===== src/rtl/mem_req_arbiter_pkg.sv =====
// Shared types and constants for the main-memory request arbiter.
// Holds the FSM encoding, requester IDs and the line-offset helper.
package mem_req_arbiter_pkg;

    typedef enum logic [2:0] {
        S_IDLE  = 3'd0,
        S_CMD   = 3'd1,
        S_RDATA = 3'd2,
        S_WDATA = 3'd3,
        S_DONE  = 3'd4
    } state_t;

    localparam logic REQ_I = 1'b0;
    localparam logic REQ_D = 1'b1;

    // Number of byte-offset bits covered by one full line burst.
    function automatic int line_off_bits(input int burst_len, input int data_w);
        return $clog2(burst_len * data_w / 8);
    endfunction

endpackage


===== src/rtl/mem_req_arbiter_if.sv =====
// Cache-side and memory-side signals of the arbiter, bundled as one interface.
// The arbiter uses the slave view; caches plus memory controller use the master view.
interface mem_req_arbiter_if #(
    parameter int ADDR_W = 32,
    parameter int DATA_W = 32
);
    logic              ic_req;
    logic [ADDR_W-1:0] ic_addr;
    logic [DATA_W-1:0] ic_rdata;
    logic              ic_rvalid;
    logic              ic_done;

    logic              dc_req;
    logic              dc_we;
    logic [ADDR_W-1:0] dc_addr;
    logic [DATA_W-1:0] dc_wdata;
    logic              dc_wready;
    logic [DATA_W-1:0] dc_rdata;
    logic              dc_rvalid;
    logic              dc_done;

    logic              mem_cmd_valid;
    logic              mem_cmd_ready;
    logic              mem_cmd_we;
    logic [ADDR_W-1:0] mem_cmd_addr;
    logic [DATA_W-1:0] mem_wdata;
    logic              mem_wvalid;
    logic              mem_wready;
    logic [DATA_W-1:0] mem_rdata;
    logic              mem_rvalid;

    logic              busy;

    modport slave (
        input  ic_req, ic_addr, dc_req, dc_we, dc_addr, dc_wdata,
               mem_cmd_ready, mem_wready, mem_rdata, mem_rvalid,
        output ic_rdata, ic_rvalid, ic_done, dc_wready, dc_rdata, dc_rvalid, dc_done,
               mem_cmd_valid, mem_cmd_we, mem_cmd_addr, mem_wdata, mem_wvalid, busy
    );

    modport master (
        output ic_req, ic_addr, dc_req, dc_we, dc_addr, dc_wdata,
               mem_cmd_ready, mem_wready, mem_rdata, mem_rvalid,
        input  ic_rdata, ic_rvalid, ic_done, dc_wready, dc_rdata, dc_rvalid, dc_done,
               mem_cmd_valid, mem_cmd_we, mem_cmd_addr, mem_wdata, mem_wvalid, busy
    );

endinterface


===== src/rtl/mem_req_arbiter_rr_arb2.sv =====
// Two-way round-robin picker: on a tie the requester that did not win last time is granted.
module rr_arb2
    import mem_req_arbiter_pkg::*;
(
    input  logic [1:0] req_i,
    input  logic       last_i,
    output logic [1:0] gnt_o
);

    // One-hot grant from the current requests and the previous winner.
    always_comb begin
        gnt_o = 2'b00;
        case (req_i)
            2'b01:   gnt_o = 2'b01;
            2'b10:   gnt_o = 2'b10;
            2'b11:   gnt_o = (last_i == REQ_D) ? 2'b01 : 2'b10;
            default: gnt_o = 2'b00;
        endcase
    end

endmodule


===== src/rtl/mem_req_arbiter.sv =====
// Shares the main-memory port between icache fills and dcache fills/write-backs.
// One line burst per grant; the winner owns the port until its done pulse.
module mem_req_arbiter
    import mem_req_arbiter_pkg::*;
#(
    parameter int ADDR_W    = 32,
    parameter int DATA_W    = 32,
    parameter int BURST_LEN = 4
) (
    input  logic                 clk,
    input  logic                 rst,
    mem_req_arbiter_if.slave     bus
);

    localparam int                CNT_W      = $clog2(BURST_LEN);
    localparam int                OFF_W      = line_off_bits(BURST_LEN, DATA_W);
    localparam logic [ADDR_W-1:0] ALIGN_MASK = ~((ADDR_W'(1) << OFF_W) - ADDR_W'(1));
    localparam logic [CNT_W-1:0]  LAST_BEAT  = CNT_W'(BURST_LEN - 1);

    state_t            state_q;
    logic              winner_q;
    logic              we_q;
    logic              last_gnt_q;
    logic [ADDR_W-1:0] addr_q;
    logic [CNT_W-1:0]  cnt_q;
    logic [CNT_W-1:0]  cnt_d;
    logic              cmd_valid_q;
    logic              busy_q;
    logic              ic_done_q;
    logic              dc_done_q;

    logic [1:0]        gnt_s;
    logic              rd_beat_s;
    logic              wr_phase_s;

    rr_arb2 u_rr_arb2 (
        .req_i  ({bus.dc_req, bus.ic_req}),
        .last_i (last_gnt_q),
        .gnt_o  (gnt_s)
    );

    assign cnt_d = cnt_q + CNT_W'(1);

    // Arbitration, command phase, beat counting and the done pulse.
    always_ff @(posedge clk) begin
        if (rst) begin
            state_q     <= S_IDLE;
            winner_q    <= REQ_I;
            we_q        <= 1'b0;
            last_gnt_q  <= REQ_I;
            addr_q      <= {ADDR_W{1'b0}};
            cnt_q       <= {CNT_W{1'b0}};
            cmd_valid_q <= 1'b0;
            busy_q      <= 1'b0;
            ic_done_q   <= 1'b0;
            dc_done_q   <= 1'b0;
        end else begin
            case (state_q)
                S_IDLE: begin
                    if (gnt_s != 2'b00) begin
                        winner_q    <= gnt_s[REQ_D];
                        we_q        <= gnt_s[REQ_D] & bus.dc_we;
                        addr_q      <= gnt_s[REQ_D] ? bus.dc_addr : bus.ic_addr;
                        last_gnt_q  <= gnt_s[REQ_D];
                        cmd_valid_q <= 1'b1;
                        busy_q      <= 1'b1;
                        state_q     <= S_CMD;
                    end
                end
                S_CMD: begin
                    if (bus.mem_cmd_ready) begin
                        cmd_valid_q <= 1'b0;
                        state_q     <= we_q ? S_WDATA : S_RDATA;
                    end
                end
                S_RDATA, S_WDATA: begin
                    // A beat completes on rvalid when reading, on wready when writing.
                    if ((state_q == S_RDATA) ? bus.mem_rvalid : bus.mem_wready) begin
                        cnt_q <= cnt_d;
                        if (cnt_q == LAST_BEAT) begin
                            cnt_q     <= {CNT_W{1'b0}};
                            ic_done_q <= (winner_q == REQ_I);
                            dc_done_q <= (winner_q == REQ_D);
                            state_q   <= S_DONE;
                        end
                    end
                end
                S_DONE: begin
                    ic_done_q <= 1'b0;
                    dc_done_q <= 1'b0;
                    busy_q    <= 1'b0;
                    state_q   <= S_IDLE;
                end
                default: begin
                    cmd_valid_q <= 1'b0;
                    busy_q      <= 1'b0;
                    ic_done_q   <= 1'b0;
                    dc_done_q   <= 1'b0;
                    state_q     <= S_IDLE;
                end
            endcase
        end
    end

    assign rd_beat_s  = (state_q == S_RDATA) && bus.mem_rvalid;
    assign wr_phase_s = (state_q == S_WDATA);

    assign bus.ic_rvalid     = rd_beat_s && (winner_q == REQ_I);
    assign bus.ic_rdata      = bus.ic_rvalid ? bus.mem_rdata : {DATA_W{1'b0}};
    assign bus.dc_rvalid     = rd_beat_s && (winner_q == REQ_D);
    assign bus.dc_rdata      = bus.dc_rvalid ? bus.mem_rdata : {DATA_W{1'b0}};
    assign bus.ic_done       = ic_done_q;
    assign bus.dc_done       = dc_done_q;

    assign bus.mem_cmd_valid = cmd_valid_q;
    assign bus.mem_cmd_we    = we_q;
    assign bus.mem_cmd_addr  = addr_q & ALIGN_MASK;
    assign bus.mem_wvalid    = wr_phase_s;
    assign bus.mem_wdata     = wr_phase_s ? bus.dc_wdata : {DATA_W{1'b0}};
    assign bus.dc_wready     = wr_phase_s && bus.mem_wready;

    assign bus.busy          = busy_q;

endmodule


===== src/flat_wrapper.sv =====
// flat-port wrapper written by rule: the top's interface ports become plain ports
module mem_req_arbiter_flat import mem_req_arbiter_pkg::*;
#(
    parameter int ADDR_W    = 32,
    parameter int DATA_W    = 32,
    parameter int BURST_LEN = 4
)
  (clk, rst, bus_ic_req, bus_ic_addr, bus_dc_req, bus_dc_we, bus_dc_addr, bus_dc_wdata, bus_mem_cmd_ready, bus_mem_wready, bus_mem_rdata, bus_mem_rvalid, bus_ic_rdata, bus_ic_rvalid, bus_ic_done, bus_dc_wready, bus_dc_rdata, bus_dc_rvalid, bus_dc_done, bus_mem_cmd_valid, bus_mem_cmd_we, bus_mem_cmd_addr, bus_mem_wdata, bus_mem_wvalid, bus_busy);
  mem_req_arbiter_if #(.ADDR_W(ADDR_W), .DATA_W(DATA_W)) bus_i ();
  input  logic clk;
  input  logic rst;
  input wire logic [$bits(bus_i.ic_req)-1:0] bus_ic_req;
  input wire logic [$bits(bus_i.ic_addr)-1:0] bus_ic_addr;
  input wire logic [$bits(bus_i.dc_req)-1:0] bus_dc_req;
  input wire logic [$bits(bus_i.dc_we)-1:0] bus_dc_we;
  input wire logic [$bits(bus_i.dc_addr)-1:0] bus_dc_addr;
  input wire logic [$bits(bus_i.dc_wdata)-1:0] bus_dc_wdata;
  input wire logic [$bits(bus_i.mem_cmd_ready)-1:0] bus_mem_cmd_ready;
  input wire logic [$bits(bus_i.mem_wready)-1:0] bus_mem_wready;
  input wire logic [$bits(bus_i.mem_rdata)-1:0] bus_mem_rdata;
  input wire logic [$bits(bus_i.mem_rvalid)-1:0] bus_mem_rvalid;
  output wire logic [$bits(bus_i.ic_rdata)-1:0] bus_ic_rdata;
  output wire logic [$bits(bus_i.ic_rvalid)-1:0] bus_ic_rvalid;
  output wire logic [$bits(bus_i.ic_done)-1:0] bus_ic_done;
  output wire logic [$bits(bus_i.dc_wready)-1:0] bus_dc_wready;
  output wire logic [$bits(bus_i.dc_rdata)-1:0] bus_dc_rdata;
  output wire logic [$bits(bus_i.dc_rvalid)-1:0] bus_dc_rvalid;
  output wire logic [$bits(bus_i.dc_done)-1:0] bus_dc_done;
  output wire logic [$bits(bus_i.mem_cmd_valid)-1:0] bus_mem_cmd_valid;
  output wire logic [$bits(bus_i.mem_cmd_we)-1:0] bus_mem_cmd_we;
  output wire logic [$bits(bus_i.mem_cmd_addr)-1:0] bus_mem_cmd_addr;
  output wire logic [$bits(bus_i.mem_wdata)-1:0] bus_mem_wdata;
  output wire logic [$bits(bus_i.mem_wvalid)-1:0] bus_mem_wvalid;
  output wire logic [$bits(bus_i.busy)-1:0] bus_busy;
  assign bus_i.ic_req = bus_ic_req;
  assign bus_i.ic_addr = bus_ic_addr;
  assign bus_i.dc_req = bus_dc_req;
  assign bus_i.dc_we = bus_dc_we;
  assign bus_i.dc_addr = bus_dc_addr;
  assign bus_i.dc_wdata = bus_dc_wdata;
  assign bus_i.mem_cmd_ready = bus_mem_cmd_ready;
  assign bus_i.mem_wready = bus_mem_wready;
  assign bus_i.mem_rdata = bus_mem_rdata;
  assign bus_i.mem_rvalid = bus_mem_rvalid;
  assign bus_ic_rdata = bus_i.ic_rdata;
  assign bus_ic_rvalid = bus_i.ic_rvalid;
  assign bus_ic_done = bus_i.ic_done;
  assign bus_dc_wready = bus_i.dc_wready;
  assign bus_dc_rdata = bus_i.dc_rdata;
  assign bus_dc_rvalid = bus_i.dc_rvalid;
  assign bus_dc_done = bus_i.dc_done;
  assign bus_mem_cmd_valid = bus_i.mem_cmd_valid;
  assign bus_mem_cmd_we = bus_i.mem_cmd_we;
  assign bus_mem_cmd_addr = bus_i.mem_cmd_addr;
  assign bus_mem_wdata = bus_i.mem_wdata;
  assign bus_mem_wvalid = bus_i.mem_wvalid;
  assign bus_busy = bus_i.busy;
  mem_req_arbiter #(.ADDR_W(ADDR_W), .DATA_W(DATA_W), .BURST_LEN(BURST_LEN)) u_core (.clk(clk), .rst(rst), .bus(bus_i));
endmodule

===== config.mk =====
export PLATFORM = sky130hd
export DESIGN_NAME = mem_req_arbiter_flat
export DESIGN_NICKNAME = d
export VERILOG_FILES = /design/src/rtl/mem_req_arbiter_pkg.sv /design/src/rtl/mem_req_arbiter_if.sv /design/src/rtl/mem_req_arbiter_rr_arb2.sv /design/src/rtl/mem_req_arbiter.sv /design/src/flat_wrapper.sv
export SDC_FILE = /design/constraint.sdc
export NUM_CORES = 1
export LEC_CHECK = 0
export ABC_AREA = 1
export CORE_AREA = 5 5 103 105
export CTS_CLUSTER_SIZE = 24
export DETAILED_ROUTE_END_ITERATION = 7
export DIE_AREA = 0 0 108 110
export MAX_ROUTING_LAYER = met4
export PLACE_DENSITY = 0.78
export SYNTH_ARGS = -nofsm -noshare
export SYNTH_HDL_FRONTEND = slang
export SYNTH_SLANG_ARGS = --single-unit

===== constraint.sdc =====
create_clock -name clk -period 4.2 [get_ports clk]
set_clock_uncertainty 0.15 [all_clocks]
set_input_delay 0.42 -clock clk [delete_from_list [all_inputs] [get_ports clk]]
set_output_delay 0.42 -clock clk [all_outputs]
set_load 0.005 [all_outputs]

* Word-level counts from Yosys, hierarchy flattened *
Index checks and enable logic that the tools add are counted.
W data, S select, Z words.

operators by class
  add/sub/neg operators = 1
  equality and inequality tests = 12
  muxes and demuxes = 24
  bitwise operators = 5
  reductions and logical operators = 16

operator list
  kind                   count
  $mux W32               4
  $mux W3                4
  $pmux W3 S3            1
  $mux W1                8
  $eq A2 B2 Y1 const B   3
  $eq A3 B2 Y1 const B   2
  $ne A2 B1 Y1 const B   3
  $pmux W1 S2            3
  $pmux W2 S3            1
  $reduce_and A2 Y1      3
  $reduce_and A3 Y1      2
  $reduce_or A3 Y1       2
  $logic_and A1 B1 Y1    4
  $mux W2                2
  $not A1 Y1             4
  $reduce_and A4 Y1      1
  $reduce_or A2 Y1       2
  $eq A3 B1 Y1 const B   1
  $eq A3 B3 Y1 const B   1
  $logic_not A3 Y1       1
  $pmux W1 S3            1
  $add A2 B1 Y2 const B  1
  $eq A2 B1 Y1 const B   1
  $ne A2 B2 Y1 const B   1
  2 further kinds        2

word-level totals
  register bits after elaboration = 43
  input port bits = 136
  output and inout port bits = 137
  logic and storage cells = 67

* Depth between registers and ports, before layout *
  depth in word-level cells = 5
  depth in mapped cells = 8
  mapped depth without buffers = 8

* Cells and area by module *
A second synthesis with hierarchy kept.

second synthesis, totals
  cell total of the unflattened synthesis = 388
  area, all modules = 2534.9 µm²

modules (own cells, without submodules)
  module           times used  cells an instance  area each (µm²)  seq. area each (µm²)
  mem_req_arbiter  1           383                2514.9           780.7
  rr_arb2          1           5                  20.0             0.0

* Least setup slack after synthesis *
Ideal clock, no wire load.

  kind = reg2out
  start point = register u_core.state_q[0]
  end point = output port bus_dc_rdata[10]
  data arrival time = 1.100 ns
  data required time = 3.630 ns
  path slack = 2.530 ns
  cell stages (with the launch flop) = 7
  path buffers = 1
  path through = dfxtp_1 inv_2 nand4_4 nor2_2 inv_2 buf_2 nor2_1

between the ends
  cells in the longest elaborated chain, start to end = 4

RTL lines
  what                      line                    text
  start: declaration        mem_req_arbiter.sv:20   state_t state_q;
  start signal: assignment  mem_req_arbiter.sv:73   state_q <= we_q ? S_WDATA : S_RDATA;
  $eq A3 B2 Y1              mem_req_arbiter.sv:105  assign rd_beat_s = (state_q == S_RDATA) && bus.mem_rvalid;
  $logic_and A1 B1 Y1       mem_req_arbiter.sv:105
  $logic_and A1 B1 Y1       mem_req_arbiter.sv:110  assign bus.dc_rvalid = rd_beat_s && (winner_q == REQ_D);
  net bus_dc_rvalid         flat_wrapper.sv:27      output wire logic [$bits(bus_i.dc_rvalid)-1:0] bus_dc_rvalid;
  $mux W32                  mem_req_arbiter.sv:111  assign bus.dc_rdata = bus.dc_rvalid ? bus.mem_rdata : {DATA_W{1'b0}};
  end: declaration          flat_wrapper.sv:26      output wire logic [$bits(bus_i.dc_rdata)-1:0] bus_dc_rdata;

The timed path passes the listed nets, and every way through them passes these cells.

* Worst setup path in the final report *
  start point = input port bus_mem_rvalid
  end point = output port bus_dc_rdata[24]

between the ends
  cells in the longest elaborated chain, start to end = 3

RTL lines
  what                 line                    text
  start: declaration   flat_wrapper.sv:21      input wire logic [$bits(bus_i.mem_rvalid)-1:0] bus_mem_rvalid;
  $logic_and A1 B1 Y1  mem_req_arbiter.sv:105
  $logic_and A1 B1 Y1  mem_req_arbiter.sv:110
  $mux W32             mem_req_arbiter.sv:111

No other way between the ends.

==> impl_metrics.csv <==
group,metric,value,unit
outcome,status,"completed",
cts,root_buffer,"clkbuf_8",
cells_and_area,post-route-util,0.561,
power,internal-power,1.26,mW
synth,syn-instance-count,468,
power,power_density,380,nW/um2
floorplan,start_util,0.275,
timing,fmax,360,MHz
setup_path,cp_slowest_cell,"clkdlybuf4s50_1",
placement,hpwlAfterDp,9570,um
power,peakVddDrop,0.000303,V
synth,netlist-cell-type-count,26,
cts,cts_setup_buffers,0,
routing,drc_errors,0,
cts,cts-buffers-inserted,5,
power,p_sw_frac,0.381,
timing,slew_viol_final,0,
power,leakage,2.48,nW
timing,fin_setup_tns,0,ns
floorplan,std_cell_rows,36,
cts,cts_tree,"done",
cells_and_area,post-route-cell-area,5360,um2
cells_and_area,final_nets,847,
setup_path,r2r-end,"u_core.addr_q[10]",
setup_path,cp-end-kind,"primary output",
cts,cts_resized,0,
setup_path,r2r_start,"u_core.winner_q",
global_route,grt_pass1_vias,3349,
timing,worstMarginPinSlew,1.14,ns
routing,drt_wl_total,11300,um
power,pwr-share-seq,0.299,
placement,place.gp.congestion,0.822,
global_route,grt_pass1_wl,16400,um
min_path,hp-start,"u_core.bus.ic_done",
power,p_comb_frac,0.577,
synth,synth_edf_count,0,
timing,setup_viol_count_final,0,
routing,dr.pass1.iters,7,
routing,viasPerCell,4.19,
cts,cts_hold_buf,0,
cts,clock_sinks,39,
floorplan,dieArea,11900,um2
placement,numPortBuffers,260,
synth,async_flop_share,0,
cells_and_area,layout-drive-gt1-share,0.0338,
setup_path,worstPathRequired,3.63,ns
cts,path_clk_slew,0.07,ns
synth,yosys_warnings,0,
synth,mappedNetlistArea,2630,um2
timing,fin_crit_sh,0.661,
setup_path,crit_buf_inv,3,
synth,post-synth-top-count-cell,"nor2_1",
setup_path,path_class,"primary input to primary output",
power,pwr-share-clk,0.125,
cells_and_area,n_fill_cell,895,
synth,synth_flop_cell,"dfxtp_1",
setup_path,r2r_cells,4,
placement,dpl_cell_area,5270,um2
setup_path,max_stage_delay,0.56,ns
floorplan,die_h,110,um
setup_path,regToRegSetupSlack,2.18,ns
synth,yosys.area.top_type,"dfxtp_1",
job,max_cap_violations,0,
power,switchingPower,776,uW
synth,synth_area_leaders,"dfxtp_1, nor2_1, inv_1",
min_path,worstHoldPathCells,2,
synth,synth.ff_latch_count,39,
global_route,grt.total_usage,0.177,
floorplan,coreArea,9550,um2
timing,rsz0062_at_grt,"false",
routing,post_drt_wl_per_cell,13.4,um
routing,drt_iter0_drc,157,
setup_path,startpoint_type,"primary input",
power,finalPower,2.04,mW
floorplan,die_x,108,um
synth,ys_seq_area_frac,0.297,
cells_and_area,syn_to_final_growth,104,%
synth,synth.top_cell.area_share,0.297,
routing,ant_nets,0,
timing,relSlewSlack,0.236,
global_route,overflow,0,
timing,whs,0.314,ns
min_path,whs_endpoint,"u_core.bus.ic_done",
global_route,antenna_found_initial,1,
synth,postSynthAreaPerCell,5.61,um2
timing,hold_violations,0,
synth,synth_common_cells,"nor2_1, inv_1, o21ai_0",
timing,period_minus_slack,2.78,ns
setup_path,critPathMostFrequentCell,"clkdlybuf4s50_1",
cts,clk-insertion-delay-late,0.28,ns
min_path,hold_class,"register to register",
cts,cts.path.max_buffers,2,
floorplan,num_io_pins,273,
setup_path,critPathMaxFanout,32,
cts,htree_levels,2,
routing,dr_total_vias,3534,
setup_path,cp_cell_sequence,"clkdlybuf4s50_1, nand4_4, nor2_2, inv_2, nor2_1, clkdlybuf4s50_1",
setup_path,crit_arrival,2.21,ns
setup_path,path_delay_family,"buffers and inverters",
global_route,grt_max_degree,59,
-- cells in the final DEF (no fill, tap or decap) --
cell,n
clkbuf_8,6
nand4_4,1
inv_2,6
nor3_1,1
nor2_2,3
nor3_4,1
clkdlybuf4s50_1,260
nand2_1,39
a21boi_4,1
nand2_2,1
o21ai_0,59
nor3b_1,1
nand3b_1,1
a211oi_2,1
dfxtp_1,39
o211a_1,1
o21ai_4,1
inv_1,102
a21oi_1,6
clkinv_2,1
nand4_1,2
buf_4,1
diode_2,1
nor2_1,164
ha_1,1
nor2_4,1
conb_1,4
nand3_1,6
-- how the worst max path moves through the flow --
stage                            startpoint                to  slack (ns)  depth (start not counted)
final                        bus_mem_rvalid  bus_dc_rdata[24]        1.42                          6
after floorplan           u_core.state_q[0]  bus_dc_rdata[10]        2.53                          6
after CTS                    bus_mem_rvalid  bus_ic_rdata[10]        1.40                          6
after detailed placement     bus_mem_rvalid  bus_ic_rdata[10]        1.42                          6
after global routing         bus_mem_rvalid   bus_dc_rdata[6]        1.27                          6
after global placement       bus_mem_rvalid   bus_dc_rdata[6]        1.40                          6
-- kinds of logic after synthesis --
family | Yosys count | share of synthesized area
AOI/OAI and AO/OA | 69 | 0.143
and+or+nand+nor | 221 | 0.342
adders and majority gates | 1 | 0.00476
other | 1 | 0.00143
DFF | 39 | 0.297
buffers and inverters | 137 | 0.212
-- registers in the layout, indices dropped and copies added, names as in the netlist --
name / flops
u_core.bus.ic_done: 1
u_core.winner_q: 1
u_core.bus.dc_done: 1
u_core.bus.mem_cmd_we: 1
u_core.bus.mem_cmd_valid: 1
u_core.addr_q: 28
u_core.state_q: 3
u_core.cnt_q: 2
u_core.bus.busy: 1
-- per-layer routing --
metal,vias to the layer above,global-route usage,wire [um]
met1,1515,0.191,4320
met4,0,0.0568,323
met3,20,0.0483,961
met5,-,-,0
met2,161,0.315,5690
li1,1838,-,-
-- worst reg2reg max path, cell delays in order, from the launching register on --
cell and delay (ns):
dfxtp_1 0.38, a21boi_4 0.91, o21ai_0 0.26, nor2_1 0.15, nor2_1 0.06
-- power groups by stage --
stage	registers, mW	logic, mW	clock network [mW]
2_1_floorplan	0.615	0.533	0
3_5_place_dp	0.614	1.18	0
5_1_grt	0.628	1.31	0.280
3_3_place_gp	0.606	1.16	0
6_report	0.608	1.17	0.254
4_1_cts	0.608	1.19	0.263
-- layout make-up --
class	instances	area, um2	area share
clock inverter	1	5.00	0.000933
inverter	108	405	0.0756
multi-input combinational	295	1310	0.244
antenna	1	2.50	0.000467
clock buffer	6	82.6	0.0154
tap	133	166	0.0310
sequential	39	781	0.146
timing repair buffer	261	2610	0.487
-- per-stage QoR --
step | instances | setup WS [ns]
after global routing | 844 | 1.27
after global placement | 836 | 1.40
after detailed placement | 836 | 1.42
after floorplan | 471 | 2.53
after CTS | 843 | 1.40
final | 844 | 1.42
(Power assumes the default switching activity.)
